File: src/rtl/id_issue_buf_pkg.sv
// Shared CPU header for the decode/issue boundary.
// Holds the packed decoded-instruction bundle layout (field offsets and
// widths), the memory-op encoding and the "no exception" code. Every block
// that slices a bundle imports this package rather than hard-coding offsets.
package id_issue_buf_pkg;

   // Bundle layout, LSB first. Bits above ISA_EXP field are spare.
   localparam int ISA_PC_LSB       = 0;
   localparam int ISA_PC_W         = 32;
   localparam int ISA_ALU_OP_LSB   = 32;
   localparam int ISA_ALU_OP_W     = 4;
   localparam int ISA_ALU_IN0_LSB  = 36;
   localparam int ISA_ALU_IN0_W    = 16;
   localparam int ISA_ALU_IN1_LSB  = 52;
   localparam int ISA_ALU_IN1_W    = 16;
   localparam int ISA_BR_BIT       = 68;
   localparam int ISA_MEM_OP_LSB   = 69;
   localparam int ISA_MEM_OP_W     = 3;
   localparam int ISA_WR_DATA_LSB  = 72;
   localparam int ISA_WR_DATA_W    = 16;
   localparam int ISA_CTRL_OP_LSB  = 88;
   localparam int ISA_CTRL_OP_W    = 4;
   localparam int ISA_DST_LSB      = 92;
   localparam int ISA_DST_W        = 5;
   localparam int ISA_GPR_WE_N_BIT = 97;   // active-low GPR write enable
   localparam int ISA_EXP_LSB      = 98;
   localparam int ISA_EXP_W        = 3;

   typedef enum logic [ISA_MEM_OP_W-1:0] {
      MEM_OP_NONE  = 3'd0,
      MEM_OP_LOAD  = 3'd1,
      MEM_OP_STORE = 3'd2
   } mem_op_e;

   localparam logic [ISA_EXP_W-1:0] ISA_EXP_NO_EXP = 3'd0;

   function automatic logic is_load(input logic [ISA_MEM_OP_W-1:0] op);
      return mem_op_e'(op) == MEM_OP_LOAD;
   endfunction

endpackage

File: src/rtl/id_issue_fifo.sv
// Storage for the issue buffer: a DEPTH-entry FIFO of fixed-width words.
// Ports:
//   clk, reset      - clock, synchronous active-high reset
//   flush           - empties the queue at the next edge (dominates push/pop)
//   push, wdata     - write one word (caller guarantees not full)
//   pop             - drop the head word (caller guarantees not empty)
//   rdata           - current head word
//   count           - number of valid words, 0..DEPTH
//   full, empty     - status flags derived from count
module id_issue_fifo
   import id_issue_buf_pkg::*;
#(
   parameter int DEPTH = 4,
   parameter int WIDTH = 8
) (
   input  logic                     clk,
   input  logic                     reset,
   input  logic                     flush,
   input  logic                     push,
   input  logic                     pop,
   input  logic [WIDTH-1:0]         wdata,
   output logic [WIDTH-1:0]         rdata,
   output logic [$clog2(DEPTH):0]   count,
   output logic                     full,
   output logic                     empty
);

   localparam int AW = $clog2(DEPTH);
   localparam logic [AW:0] FULL_CNT = DEPTH[AW:0];

   logic [WIDTH-1:0] mem [DEPTH];
   logic [AW-1:0]    wr_ptr;
   logic [AW-1:0]    rd_ptr;

   // Pointers are exactly AW bits wide, so DEPTH being a power of two makes
   // the wrap free.
   always_ff @(posedge clk) begin
      if (reset || flush) begin
         wr_ptr <= '0;
         rd_ptr <= '0;
         count  <= '0;
      end else begin
         if (push) wr_ptr <= wr_ptr + 1'b1;
         if (pop)  rd_ptr <= rd_ptr + 1'b1;
         case ({push, pop})
            2'b10:   count <= count + 1'b1;
            2'b01:   count <= count - 1'b1;
            default: ;
         endcase
      end
   end

   always_ff @(posedge clk) begin
      if (push) mem[wr_ptr] <= wdata;
   end

   assign rdata = mem[rd_ptr];
   assign full  = (count == FULL_CNT);
   assign empty = (count == '0);

endmodule

File: src/rtl/id_issue_buf.sv
// Decode-to-execute issue buffer: a small skid queue of decoded bundles with
// a load-use interlock on the head entry.
// Ports:
//   clk, reset            - clock, synchronous active-high reset
//   flush                 - drop all entries and any pending load record
//   dec_valid/dec_ready   - decoder handshake; dec_ready is simply not-full
//   dec_bundle            - packed decoded instruction (layout in the package)
//   dec_src0/1, dec_src_use - source registers and which of them are read
//   ex_valid/ex_ready     - execute handshake for the head entry
//   ex_bundle             - head bundle; holds the last presented value when empty
//   ld_hazard             - head is being held by the load-use interlock
//   occupancy             - number of queued entries
// Configuration macro ID_ISSUE_EXP_EN: when defined, the exception field is
// kept and a head with a nonzero exception skips the interlock, is presented
// with its GPR write suppressed, and never arms a load record. When undefined
// the exception field is not stored and reads back as ISA_EXP_NO_EXP.
module id_issue_buf
   import id_issue_buf_pkg::*;
#(
   parameter int DEPTH    = 4,
   parameter int BUNDLE_W = 128,
   parameter int REG_AW   = 5,
   parameter int LD_LAT   = 1
) (
   input  logic                     clk,
   input  logic                     reset,
   input  logic                     flush,
   input  logic                     dec_valid,
   output logic                     dec_ready,
   input  logic [BUNDLE_W-1:0]      dec_bundle,
   input  logic [REG_AW-1:0]        dec_src0,
   input  logic [REG_AW-1:0]        dec_src1,
   input  logic [1:0]               dec_src_use,
   output logic                     ex_valid,
   input  logic                     ex_ready,
   output logic [BUNDLE_W-1:0]      ex_bundle,
   output logic                     ld_hazard,
   output logic [$clog2(DEPTH):0]   occupancy
);

   localparam int ENTRY_W = BUNDLE_W + 2*REG_AW + 2;
   localparam logic [1:0] LD_CNT_INIT = LD_LAT[1:0];

   logic [ENTRY_W-1:0]  wr_entry;
   logic [ENTRY_W-1:0]  rd_entry;
   logic [BUNDLE_W-1:0] wr_bundle;
   logic [BUNDLE_W-1:0] head_bundle;
   logic [BUNDLE_W-1:0] pres_bundle;
   logic [BUNDLE_W-1:0] last_bundle;
   logic [REG_AW-1:0]   head_src0;
   logic [REG_AW-1:0]   head_src1;
   logic [1:0]          head_use;
   logic [REG_AW-1:0]   ld_dst;
   logic [1:0]          ld_cnt;
   logic                full;
   logic                empty;
   logic                push;
   logic                pop;
   logic                exp_bypass;
   logic                src_hit;
   logic                hazard;
   logic                head_load;

   assign dec_ready = ~full;
   assign push      = dec_valid & ~full & ~flush;

   assign wr_entry = {dec_src_use, dec_src1, dec_src0, wr_bundle};
   assign {head_use, head_src1, head_src0, head_bundle} = rd_entry;

   id_issue_fifo #(
      .DEPTH (DEPTH),
      .WIDTH (ENTRY_W)
   ) u_fifo (
      .clk   (clk),
      .reset (reset),
      .flush (flush),
      .push  (push),
      .pop   (pop),
      .wdata (wr_entry),
      .rdata (rd_entry),
      .count (occupancy),
      .full  (full),
      .empty (empty)
   );

`ifdef ID_ISSUE_EXP_EN
   assign exp_bypass = (head_bundle[ISA_EXP_LSB +: ISA_EXP_W] != ISA_EXP_NO_EXP);

   always_comb begin
      wr_bundle   = dec_bundle;
      pres_bundle = head_bundle;
      // An excepting instruction must not retire a register write.
      if (exp_bypass) pres_bundle[ISA_GPR_WE_N_BIT] = 1'b1;
   end
`else
   assign exp_bypass = 1'b0;

   always_comb begin
      wr_bundle   = dec_bundle;
      wr_bundle[ISA_EXP_LSB +: ISA_EXP_W] = '0;
      pres_bundle = head_bundle;
      pres_bundle[ISA_EXP_LSB +: ISA_EXP_W] = ISA_EXP_NO_EXP;
   end
`endif

   // r0 is hard-wired zero, so a load targeting it never creates a dependency.
   assign src_hit = (head_use[0] && (head_src0 == ld_dst)) ||
                    (head_use[1] && (head_src1 == ld_dst));
   assign hazard  = ~empty && (ld_cnt != '0) && (ld_dst != '0) && src_hit && ~exp_bypass;

   assign ex_valid  = ~empty & ~hazard;
   assign ld_hazard = hazard;
   assign pop       = ex_valid & ex_ready;
   assign ex_bundle = empty ? last_bundle : pres_bundle;

   assign head_load = is_load(head_bundle[ISA_MEM_OP_LSB +: ISA_MEM_OP_W]) &&
                      !head_bundle[ISA_GPR_WE_N_BIT] && !exp_bypass;

   // Load record: the newest issued load wins; flush clears it even if a load
   // is being popped in the same cycle.
   always_ff @(posedge clk) begin
      if (reset || flush) begin
         ld_cnt <= '0;
         ld_dst <= '0;
      end else if (pop && head_load) begin
         ld_cnt <= LD_CNT_INIT;
         ld_dst <= head_bundle[ISA_DST_LSB +: REG_AW];
      end else if (ld_cnt != '0) begin
         ld_cnt <= ld_cnt - 1'b1;
      end
   end

   // Keeps ex_bundle stable once the queue drains.
   always_ff @(posedge clk) begin
      if (reset)       last_bundle <= '0;
      else if (!empty) last_bundle <= pres_bundle;
   end

endmodule

File: config.mk
export PLATFORM = sky130hd
export DESIGN_NAME = id_issue_buf
export DESIGN_NICKNAME = d
export VERILOG_FILES = /design/src/rtl/id_issue_buf_pkg.sv /design/src/rtl/id_issue_fifo.sv /design/src/rtl/id_issue_buf.sv
export SDC_FILE = /design/constraint.sdc
export NUM_CORES = 1
export LEC_CHECK = 0
export BUFFER_PORTS_ARGS = -buffer_cell sky130_fd_sc_hd__buf_2
export CORE_MARGIN = 10
export CORE_UTILIZATION = 50
export CTS_CLUSTER_DIAMETER = 80
export DETAILED_ROUTE_END_ITERATION = 10
export PLACE_DENSITY = 0.7
export SYNTH_ARGS = -nofsm -noshare
export SYNTH_HDL_FRONTEND = slang
export SYNTH_SLANG_ARGS = --single-unit
File: constraint.sdc
create_clock -name clk -period 14.2 [get_ports clk]
set_input_delay 2.84 -clock clk [delete_from_list [all_inputs] [get_ports clk]]
set_output_delay 2.84 -clock clk [all_outputs]
set_load 0.02 [all_outputs]
==> flow_summary.toml <==
[worst_setup_path]
crit_family = "buffers and inverters"
r2r_end = "u_fifo.count[2]"
worstPathArrival_ps = 3840
path_max_fanout = 45
endpoint_kind = "primary output"
critPathMaxStageDelay_ps = 870
required_ps = 11360
start_kind = "flip-flop"
rrSetupSlack_ps = 9930
cp_slowest_cell = "buf_4"
reg2reg_depth = 12
crit_buf_inv = 3
path_cells = "buf_4 > buf_4 > mux4_2 > nand2_1 > nand2_1 > buf_2"
crit_type = "reg -> out"

[power_and_ir_drop]
clkPwrFrac_pct = 44.2
p_leak_nw = 11.04
p_int_w = 0.003511
ir_drop_mv = 0.09851
pwr-share-seq_pct = 50.7
combPwrFrac_pct = 5.2
p_sw_w = 0.0009095
p_sw_share_pct = 20.57
p_per_area_nw_per_um2 = 145.9

[clock_tree]
cts_max_path_buffers = 3
clock_sinks = 692
cts_buffers = 73
cts_tree = "yes"
clk_pin_slew_ps = 60
cts-root-buf = "clkbuf_16"
cts_resized = 0
post_cts_buffers = 0
h-tree-depth = 3
cts_hold_buf = 0
clk_latency_ps = 600

[die]
std_cell_rows = 83
core_um2 = 51090
die_area_um2 = 60910
io_pins = 279
die_h_um = 246.8
dieWidth_um = 246.8
start_util_pct = 50.33

[sta]
fin_tns_setup_ps = 0
worstMarginPinSlew_ps = 1085
fmax_ghz = 0.1496
period_share_pct = 47.07
fin_worst_skew_ps = 20.40
finalCriticalPeriod_ps = 6684
setup_slack_ps = 7516
slew_headroom_pct = 27.66
rsz0062_at_grt = "false"
final_max_slew_viol_count = 0
hold_viol_final = 0
hold_ws_ps = 497.0
setup_viol = 0

[routing]
vias_per_cell = 5.309
drt_pass1_iterations = 4
drc = 0
drt_wl_total_um = 55370
routedWlPerCell_um = 21.65
num_vias = 13580
antenna_left = 0
first_iter_violations = 795

[synthesis]
synth_area_um2 = 25720
ys_types = 39
syn_inst = 1520
yosys_warnings = 0
syn_area_per_cell_um2 = 16.92
syn_nets = 1672
ys_ff_latch = 692
seq_area_frac_synth_pct = 75.20

[final_layout]
final_common_cell = "edfxtp_1"
design_area_um2 = 30310
layout_common_cells = "edfxtp_1 (548), nand2_1 (392), buf_2 (274), dfxtp_1 (142), mux4_2 (132)"
drive_above_1_share_pct = 29.56
utilization_pct = 59.32
fin_nets = 1965
syn_to_final_growth_pct = 17.85

[grt]
antenna_found_initial = 13
grt_usage_pct = 18.37
grt_max_degree = 79
grt.overflow.total = 0
grt_pass1_wl_um = 84530
grt_pass1_vias = 14329

[placed_design]
gp_congestion = 0.7364
dp_hpwl_um = 32010
dpl-instance-area_um2 = 27780
place.port_buffers = 275
dp_slack_ps = 7941

[status]
outcome = "finished, final reports clean"

[flow_run]
cap_viol_max_count = 0

[worst_hold_path]
hold_start = "u_fifo.rd_ptr[1]"
worstHoldPathType = "reg -> reg"
hold_path_depth = 2
cell families after synthesis:
family | count (synthesis) | share of synthesized area, %
mux | 150 | 12.39
simple gates | 559 | 9.740
xor+xnor | 13 | 0.4427
fa+ha+maj | 7 | 0.3698
flops | 692 | 75.20
compound gates | 15 | 0.4525
buf+inv | 84 | 1.406
power groups by stage:
stage	clock network, W	registers (W)	logic [W]
after floorplan	0	0.00228	0.000132
after CTS	0.00200	0.00224	0.000233
after global routing	0.00208	0.00224	0.000251
after detailed placement	0	0.00228	0.000232
final	0.00195	0.00224	0.000229
after global placement	0	0.00228	0.000226
metrics by stage:
step           instances  power (W)
3_5_place_dp        2418   0.002515
3_3_place_gp        2418   0.002506
4_1_cts             2551   0.004471
6_report            2558   0.004421
2_1_floorplan       1520   0.002415
5_1_grt             2555   0.004567
sequential cells by signal, summed over array words and instances (netlist names), named ones only:
register	flops
u_fifo.count	3
u_fifo.wr_ptr	2
last_bundle	128
u_fifo.mem	548
ld_dst	5
u_fifo.rd_ptr	2
ld_cnt	2
synth_stat cells, drive strengths merged:
master	number	area [um^2]
o2111ai	3	32.53
buf	28	146.4
mux4	134	3025
or4	2	18.77
fa	1	20.02
and3	2	12.51
and2	7	43.79
a211oi	1	12.51
nor2	12	45.04
clkbuf	46	172.7
nor3b	3	22.52
nor4b	1	15.01
nor2b	130	813.3
o21ai	3	15.01
o21a	1	7.510
a21o	1	7.510
xnor2	5	43.79
xor2	8	70.07
ha	6	75.07
a21oi	6	41.29
or2	1	6.260
mux2	1	11.26
or3	4	25.02
dfxtp	144	2883
nor3	2	15.01
nand3	2	10.01
inv	9	33.78
nand2	392	1471
edfxtp	548	16460
mux2i	15	150.1
dlygate4sd1	1	8.760
nor4	1	6.260
cell type report:
cell class | count | area, um^2
Fill cell | 3942 | 20790
Sequential cell | 692 | 19350
Multi-Input combinational cell | 744 | 6037
Clock buffer | 104 | 2117
Timing Repair Buffer | 293 | 1514
Tap cell | 680 | 850.8
Clock inverter | 29 | 390.4
Inverter | 9 | 33.78
Antenna cell | 7 | 17.52
per-layer routing:
metal  part of all wire, %  global-route usage (%)
met5                  0.19                       0
met4                   2.4                   6.152
met3                   5.7                   4.456
met2                    51                   31.44
met1                    40                   22.60
tightest hold or removal path, cell delays in order (launching register included):
cell and delay [ps]:
dfxtp_1 310, nand2_1 60, mux2i_1 80
worst max-delay path by stage:
stage | slack, ps | endpoint | startpoint | depth (start not counted)
2_1_floorplan | 7400 | u_fifo.mem[0][0] | dec_valid | 3
3_3_place_gp | 7970 | ex_bundle[105] | flip-flop | 6
3_5_place_dp | 7940 | ex_bundle[56] | flip-flop | 6
4_1_cts | 7290 | ex_bundle[92] | flip-flop | 6
5_1_grt | 7090 | ex_bundle[39] | flip-flop | 6
6_report | 7520 | ex_bundle[105] | flip-flop | 6
Note: power is estimated with default switching activity, not from simulation.
